===== src/rtl/seq_divider_8by4_pkg.sv =====
// seq_divider_8by4_pkg: shared state encoding and default widths for the sequential divider
package seq_divider_8by4_pkg;

    localparam int DW_DEF = 8;
    localparam int VW_DEF = 4;

    // Sized wide so any DW up to 64 can take its all-ones value with a width cast.
    localparam logic [63:0] DIV0_QUOTIENT = '1;

    typedef enum logic [1:0] {IDLE, RUN, DONE} state_t;

endpackage


===== src/rtl/seq_divider_8by4_if.sv =====
// seq_divider_8by4_if: start/busy/done handshake plus operand and result buses
//   start, dividend, divisor : requester -> divider
//   busy, done, quotient, remainder, div_by_zero : divider -> requester
interface seq_divider_8by4_if
    import seq_divider_8by4_pkg::*;
#(
    parameter int DW = DW_DEF,
    parameter int VW = VW_DEF
) ();

    logic          start;
    logic [DW-1:0] dividend;
    logic [VW-1:0] divisor;
    logic          busy;
    logic          done;
    logic [DW-1:0] quotient;
    logic [VW-1:0] remainder;
    logic          div_by_zero;

    modport master (
        output start, dividend, divisor,
        input  busy, done, quotient, remainder, div_by_zero
    );

    modport slave (
        input  start, dividend, divisor,
        output busy, done, quotient, remainder, div_by_zero
    );

endinterface


===== src/rtl/seq_divider_8by4_div_step.sv =====
// seq_divider_8by4_div_step: one restoring-division step, resolving a single quotient bit
//   rem      in  VW+1  partial remainder so far
//   bit_in   in  1     next dividend bit, MSB first
//   divisor  in  VW    divisor
//   rem_next out VW+1  partial remainder after this step
//   q_bit    out 1     quotient bit produced by this step
module seq_divider_8by4_div_step
    import seq_divider_8by4_pkg::*;
#(
    parameter int VW = VW_DEF
) (
    input  logic [VW:0]   rem,
    input  logic          bit_in,
    input  logic [VW-1:0] divisor,
    output logic [VW:0]   rem_next,
    output logic          q_bit
);

    // The compare uses the full shifted value; since rem < divisor on entry the
    // top bit is always zero, so both truncations below are lossless.
    assign q_bit    = {rem, bit_in} >= {2'b00, divisor};
    assign rem_next = q_bit ? (VW+1)'({rem, bit_in} - {2'b00, divisor}) : (VW+1)'({rem, bit_in});

endmodule


===== src/rtl/seq_divider_8by4.sv =====
// seq_divider_8by4: sequential restoring divider, one quotient bit per clock
//   clk    in  clock
//   rst_n  in  asynchronous active-low reset
//   bus    slave modport: start/dividend/divisor in; busy/done/quotient/remainder/div_by_zero out
module seq_divider_8by4
    import seq_divider_8by4_pkg::*;
#(
    parameter int DW = DW_DEF,
    parameter int VW = VW_DEF
) (
    input  logic                clk,
    input  logic                rst_n,
    seq_divider_8by4_if.slave   bus
);

    localparam int CW = $clog2(DW);

    state_t        state;
    logic [DW-1:0] dividend_sr;
    logic [DW-2:0] quot_sr;
    logic [VW-1:0] divisor_r;
    logic [VW:0]   rem_r;
    logic [VW:0]   rem_next;
    logic          q_bit;
    logic [CW-1:0] cnt;
    logic          busy;
    logic          done;
    logic [DW-1:0] quotient;
    logic [VW-1:0] remainder;
    logic          div_by_zero;

    seq_divider_8by4_div_step #(.VW(VW)) u_step (
        .rem      (rem_r),
        .bit_in   (dividend_sr[DW-1]),
        .divisor  (divisor_r),
        .rem_next (rem_next),
        .q_bit    (q_bit)
    );

    always_ff @(posedge clk or negedge rst_n) begin
        if (!rst_n) begin
            state       <= IDLE;
            dividend_sr <= '0;
            quot_sr     <= '0;
            divisor_r   <= '0;
            rem_r       <= '0;
            cnt         <= '0;
            busy        <= 1'b0;
            done        <= 1'b0;
            quotient    <= '0;
            remainder   <= '0;
            div_by_zero <= 1'b0;
        end else begin
            case (state)
                IDLE: begin
                    if (bus.start && bus.divisor == '0) begin
                        state <= DONE;
                    end else if (bus.start) begin
                        state       <= RUN;
                        dividend_sr <= bus.dividend;
                        divisor_r   <= bus.divisor;
                        rem_r       <= '0;
                        quot_sr     <= '0;
                        cnt         <= CW'(DW - 1);
                        busy        <= 1'b1;
                    end
                end
                RUN: begin
                    rem_r       <= rem_next;
                    quot_sr     <= {quot_sr[DW-3:0], q_bit};
                    dividend_sr <= dividend_sr << 1;
                    cnt         <= cnt - 1'b1;
                    if (cnt == '0) begin
                        state       <= DONE;
                        busy        <= 1'b0;
                        done        <= 1'b1;
                        quotient    <= {quot_sr, q_bit};
                        remainder   <= rem_next[VW-1:0];
                        div_by_zero <= 1'b0;
                    end
                end
                DONE: begin
                    // Arriving from RUN, done is already up and this is the pulse cycle.
                    // Arriving from a divide-by-zero accept, done is still low: raise it
                    // now with the fixed result and leave on the following edge.
                    if (!done) begin
                        done        <= 1'b1;
                        quotient    <= DW'(DIV0_QUOTIENT);
                        remainder   <= '0;
                        div_by_zero <= 1'b1;
                    end else begin
                        done  <= 1'b0;
                        state <= IDLE;
                    end
                end
                default: state <= IDLE;
            endcase
        end
    end

    assign bus.busy        = busy;
    assign bus.done        = done;
    assign bus.quotient    = quotient;
    assign bus.remainder   = remainder;
    assign bus.div_by_zero = div_by_zero;

endmodule


===== src/flat_wrapper.sv =====
// flat-port wrapper written by rule: the top's interface ports become plain ports
module seq_divider_8by4_flat import seq_divider_8by4_pkg::*;
#(
    parameter int DW = DW_DEF,
    parameter int VW = VW_DEF
)
  (clk, rst_n, bus_start, bus_dividend, bus_divisor, bus_busy, bus_done, bus_quotient, bus_remainder, bus_div_by_zero);
  seq_divider_8by4_if #(.DW(DW), .VW(VW)) bus_i ();
  input  logic clk;
  input  logic rst_n;
  input wire logic [$bits(bus_i.start)-1:0] bus_start;
  input wire logic [$bits(bus_i.dividend)-1:0] bus_dividend;
  input wire logic [$bits(bus_i.divisor)-1:0] bus_divisor;
  output wire logic [$bits(bus_i.busy)-1:0] bus_busy;
  output wire logic [$bits(bus_i.done)-1:0] bus_done;
  output wire logic [$bits(bus_i.quotient)-1:0] bus_quotient;
  output wire logic [$bits(bus_i.remainder)-1:0] bus_remainder;
  output wire logic [$bits(bus_i.div_by_zero)-1:0] bus_div_by_zero;
  assign bus_i.start = bus_start;
  assign bus_i.dividend = bus_dividend;
  assign bus_i.divisor = bus_divisor;
  assign bus_busy = bus_i.busy;
  assign bus_done = bus_i.done;
  assign bus_quotient = bus_i.quotient;
  assign bus_remainder = bus_i.remainder;
  assign bus_div_by_zero = bus_i.div_by_zero;
  seq_divider_8by4 #(.DW(DW), .VW(VW)) u_core (.clk(clk), .rst_n(rst_n), .bus(bus_i));
endmodule

===== config.mk =====
export PLATFORM = sky130hd
export DESIGN_NAME = seq_divider_8by4_flat
export DESIGN_NICKNAME = d
export VERILOG_FILES = /design/src/rtl/seq_divider_8by4_pkg.sv /design/src/rtl/seq_divider_8by4_if.sv /design/src/rtl/seq_divider_8by4_div_step.sv /design/src/rtl/seq_divider_8by4.sv /design/src/flat_wrapper.sv
export SDC_FILE = /design/constraint.sdc
export NUM_CORES = 1
export LEC_CHECK = 0
export ABC_AREA = 1
export BUFFER_PORTS_ARGS = -buffer_cell sky130_fd_sc_hd__buf_2
export CAP_MARGIN = 40
export CORE_MARGIN = 2
export CORE_UTILIZATION = 41
export DETAILED_ROUTE_END_ITERATION = 10
export GPL_TIMING_DRIVEN = 1
export PLACE_DENSITY = 0.69
export SYNTH_ARGS = -nofsm -noshare
export SYNTH_HDL_FRONTEND = slang
export SYNTH_SLANG_ARGS = --single-unit

===== constraint.sdc =====
create_clock -name clk -period 2.5 [get_ports clk]
set_input_delay 0.25 -clock clk [delete_from_list [all_inputs] [get_ports clk]]
set_output_delay 0.25 -clock clk [all_outputs]
set_load 0.05 [all_outputs]

======== Word level (Yosys, flattened, before mapping) ========
Cells that the tools add are included.
word-level totals
  bits in registers ....................... 44
  bits of input ports ..................... 15
  logic and storage cells ................. 68
cells by class
  $lt $le $gt $ge ......................... 1
  equality and inequality tests ........... 8
  bitwise operators ....................... 1
  $add $sub $neg .......................... 2
  multiplexer cells ....................... 33
  reductions and logical operators ........ 12
operators by type and width
  kind                                                             count
  8-bit two-way mux                                                4
  8-bit case mux with 2 select lines                               2
  5-bit two-way mux                                                3
  7-bit two-way mux                                                2
  7-bit case mux with 2 select lines                               1
  3-bit AND reduction                                              4
  5-bit case mux with 2 select lines                               1
  2-bit two-way mux                                                4
  4-bit two-way mux                                                2
  4-bit case mux with 2 select lines                               1
  6-bit by 4-bit >= comparator with 1-bit output                   1
  1-bit two-way mux                                                6
  3-bit two-way mux                                                2
  2-bit != test, second input constant                             3
  1-bit case mux with 2 select lines                               3
  2-bit case mux with 3 select lines                               1
  3-bit case mux with 2 select lines                               1
  5-bit by 4-bit subtractor with 5-bit output                      1
  4-bit zero test                                                  1
  2-bit by 1-bit != test with 1-bit output, second input constant  2
  4-bit AND reduction                                              1
  2-bit nonzero test                                               2
  3-bit zero test                                                  1
  3-bit by 2-bit != test with 1-bit output, second input constant  1
  7 further kinds                                                  7

======== Longest topological paths before layout ========
  depth after elaboration ................. 4
  depth in mapped cells ................... 11
  mapped depth without buffers ............ 11

======== Hierarchy ========
From an unflattened synthesis, not the netlist that was laid out.
unflattened totals
  cells, all modules ...................... 262
  area, all modules ....................... 2218.4 um2
by module, submodules not included
  module                     cells an instance  times used  area an instance (um2)
  seq_divider_8by4           217                1           1933.1
  seq_divider_8by4_div_step  45                 1           285.3

======== Worst setup path before layout ========
Ideal clock, no wire load.
  kind .................................... flip-flop to flip-flop
  start ................................... reg u_core.dividend_sr[7]
  end ..................................... reg u_core.remainder[3] (netlist: u_core.bus.remainder[3])
  data arrival time ....................... 1.510 ns
  clock period less this slack ............ 1.627 ns
  path buffers ............................ 0
  stages on the path, launching flop included .. 11
  setup time .............................. 0.118 ns
  path slack .............................. 0.873 ns
  path through ............................ dfrtp_1 inv_1 ha_1 inv_1 fa_1 nand2_1 nand2_1 nand2_1 nand4_1 nand3_1 nand2_1
on the way
  longest elaborated chain between the ends .. 4
ends and longest elaborated chain
  item                                                                                                           RTL line                                                          RTL
  from (decl)                                                                                                    seq_divider_8by4.sv:19                                            logic [DW-1:0] dividend_sr;
  from (signal assigned)                                                                                         seq_divider_8by4.sv:60                                            dividend_sr <= bus.dividend;
  from (signal assigned)                                                                                         seq_divider_8by4.sv:71                                            dividend_sr <= dividend_sr << 1;
  5-bit by 4-bit subtractor with 5-bit output or 6-bit by 4-bit >= comparator with 1-bit output (tied branches)  seq_divider_8by4_div_step.sv:22, seq_divider_8by4_div_step.sv:21
  5-bit two-way mux (*)                                                                                          seq_divider_8by4_div_step.sv:22                                   assign rem_next = q_bit ? (VW+1)'({rem, bit_in} - {2'b00, divisor}) : (VW+1)'({rem, bit_in});
  4-bit two-way mux (*)                                                                                          seq_divider_8by4.sv:73                                            if (cnt == '0) begin
  4-bit case mux with 2 select lines (*)                                                                         seq_divider_8by4.sv:54                                            case (state)
  to (signal assigned)                                                                                           seq_divider_8by4.sv:78                                            remainder <= rem_next[VW-1:0];
  to (decl)                                                                                                      seq_divider_8by4.sv:29                                            logic [VW-1:0] remainder;
Mark *: on every way between the ends. The rest lies on a longest branch, timed or not. The select of a mux whose other input is x is not followed.
A chain may end at the register's enable or synchronous reset.

======== Final worst setup path ========
  start ................................... reg u_core.state[1]
  end ..................................... reg u_core.quot_sr[4]
on the way
  longest elaborated chain between the ends .. 3
ends and longest elaborated chain
  item                                                                               RTL line                RTL
  from (decl)                                                                        seq_divider_8by4.sv:18  state_t state;
  from (signal assigned)                                                             seq_divider_8by4.sv:42  state <= IDLE;
  from (signal assigned)                                                             seq_divider_8by4.sv:57  state <= DONE;
  from (signal assigned)                                                             seq_divider_8by4.sv:59  state <= RUN;
  2-bit zero test or 2-bit by 1-bit equality test with 1-bit output (tied branches)  seq_divider_8by4.sv:54
  2-bit != test (no line) or 2-bit nonzero test (tied branches)                      n/a
  3-bit AND reduction (no line)                                                      n/a
  to (signal assigned)                                                               seq_divider_8by4.sv:70  quot_sr <= {quot_sr[DW-3:0], q_bit};
  to (decl)                                                                          seq_divider_8by4.sv:20  logic [DW-2:0] quot_sr;
Several ways; a longest one is shown, not always the timed one.

==> impl_metrics.yaml <==
logic_synthesis:
  synth_seq_cells: 44
  syn_area_mm2: 0.00223
  yosysUniqueCellTypes: 30
  ys_seq_area_share_pct: 49.3
  ys_warn_count: 0
  syn_inst: 260
  synth.avg_cell_area_um2: 8.59
  postSynthNetCount: 285
hold_path:
  hold_class: "input pin to register"
floorplanning:
  die_height_um: 77.8
  row_count: 26
  die_x_um: 77.8
  floorplan.initialDensity_pct: 43.2
  fp.coreArea_mm2: 0.00517
  boundaryPins: 30
  dieArea_mm2: 0.00606
global_routing:
  grt.overflow.total: 0
  grt_antenna_before_repair: 0
  grt_max_degree: 33
  grt_pass1_vias: 1711
  grt_usage_pct: 16.1
  grt_pass1_wl_mm: 7.76
cells_and_area:
  fill_cells: 496
  area_growth_pct: 14.4
  n_antenna_cell: 0
  nNetsFinal: 317
  drive_above_1_share_pct: 17.1
clock_network:
  clkTransAtPathRegs_ns: 0.08
  clk_latency_ns: 0.30
  cts_buffers: 5
  clock-sinks: 44
  clock_path_buffers: 2
  ctsHtreeMaxLevel: 2
  root_buffer: "clkbuf_8"
  cts_setup_buffers: 0
  cts_tree: "built"
timing:
  max_freq_mhz: 543
  rsz0062_at_grt: "false"
  maxSlewViolCount: 0
  clock_skew_ns: 0.00645
  max_slew.worst_pin.slew_ns: 0.437
  hold_viol_final: 0
  maxSlewHeadroom_pct: 70.6
  fin_setup_tns_ns: 0
  period_share_pct: 73.7
  setup_violations: 0
  period_needed_ns: 1.84
setup_path:
  cp.required_ns: 2.72
  critPathKind: "register to register"
  start_kind: "register"
  arrival_ns: 2.06
  end_kind: "register"
  worstPathMaxFanout: 26
  ff2ff_setup_slack_ns: 0.66
detailed_routing:
  wl_per_cell_um: 12.0
  wl_mm: 4.35
  drc: 0
  viasPerCell: 4.94
  ant_nets: 0
  first_iter_violations: 171
  dr.pass1.iters: 5
  num_vias: 1792
run:
  drv_cap: 0
placement:
  dp_hpwl_mm: 3.16
  io_buffers: 29
  gp_congestion: 0.842
status:
  run_status: "completed"
## layout by cell type, fill, tap and decap left out, drive strengths merged, types with 8 or more instances in the layout
cell,netlist,final
nand2,71,71
dfrtp,44,44
inv,33,33
buf,6,31
nor2,30,30
nand3,22,22
a21oi,14,14
ha,9,9
o21ai,8,8
a31oi,8,8
## worst max-delay path, cell delays in order (launching register included)
cell and delay, ns:
dfrtp_1 0.39, inv_1 0.10, ha_1 0.23, inv_4 0.10
or2_1 0.37, nand2_8 0.24, nand2_1 0.18, o22ai_1 0.15
## metrics by stage
stage	util [%]	instances	worst slack (ns)	hold slack, ns	instance area [µm²]
2_1_floorplan	-	260	0.873	-0.0456	2230
3_3_place_gp	46.5	353	0.667	0.457	2400
3_5_place_dp	46.9	354	0.665	0.170	2420
4_1_cts	49.4	363	0.638	0.159	2560
5_1_grt	49.4	363	0.430	0.162	2560
6_report	49.4	363	0.658	0.161	2560
## synth_stat cells, drive strengths merged
master	instances	share of area, %
or2	1	0.28
inv	33	5.7
o22ai	6	1.7
o21ai	8	1.8
nand3	22	5.5
nand4	4	1.1
nor2	30	5.6
clkinv	1	0.17
dfrtp	44	49
xnor2	1	0.39
clkbuf	1	0.17
ha	9	5.0
nand2	71	13
buf	6	3.0
a31oi	8	3.2
fa	1	0.90
a21oi	14	3.3
## kinds of logic after synthesis
kind of cell	count (synthesis)	synth area share (%)
DFF	44	49.3
buffers and inverters	41	8.96
adders and majority gates	10	5.94
AOI/OAI and AO/OA	36	9.97
and+or+nand+nor	128	25.5
xor gates and xnor gates	1	0.392
## routing by layer
metal  up-vias  track usage (%)  part of all wire, %
met5         -                0                    0
li1        898                -                    -
met3         9             4.07                  5.2
met1       826             21.8                   47
met2        59             25.7                   46
met4         0             4.29                  2.0
## final timing paths
path                                          start                      to  cells past startpoint
worst max-delay path                u_core.state[1]       u_core.quot_sr[4]                      7
worst min-delay path                 bus_divisor[0]     u_core.divisor_r[0]                      3
max in group asynchronous                     rst_n  u_core.bus.quotient[0]                      3
min in group asynchronous                     rst_n   u_core.dividend_sr[3]                      2
worst max register to register      u_core.state[1]       u_core.quot_sr[4]                      7
worst min register to register  u_core.divisor_r[1]     u_core.divisor_r[1]                      2
## registers in the layout (all words and copies together), names as in the netlist
| register | count |
|---|---|
| u_core.dividend_sr | 8 |
| u_core.quot_sr | 7 |
| u_core.rem_r | 5 |
| u_core.bus.remainder | 4 |
| u_core.state | 2 |
| u_core.cnt | 3 |
| u_core.bus.busy | 1 |
| u_core.bus.div_by_zero | 1 |
| u_core.bus.done | 1 |
| u_core.bus.quotient | 8 |
| u_core.divisor_r | 4 |
## area by class of cell
| cell class | instances | area [µm²] | area share, % |
|---|---|---|---|
| clock buffers | 6 | 82.6 | 3.23 |
| inverters | 34 | 130 | 5.09 |
| repair buffers | 32 | 183 | 7.15 |
| multi-input cells | 175 | 933 | 36.5 |
| clock inverters | 2 | 38.8 | 1.52 |
| well taps | 70 | 87.6 | 3.43 |
| flip-flops and latches | 44 | 1100 | 43.1 |
## what timing repair did
item	4_1_cts	5_1_grt
resized for setup	0	0
hold buffers	1	0
setup endpoints to repair	0	0
endpoints found under the hold margin	12	0
Power is left out: the tool's default activity adds up to more than one toggle a clock period on the data nets, which glitch-free logic cannot reach.
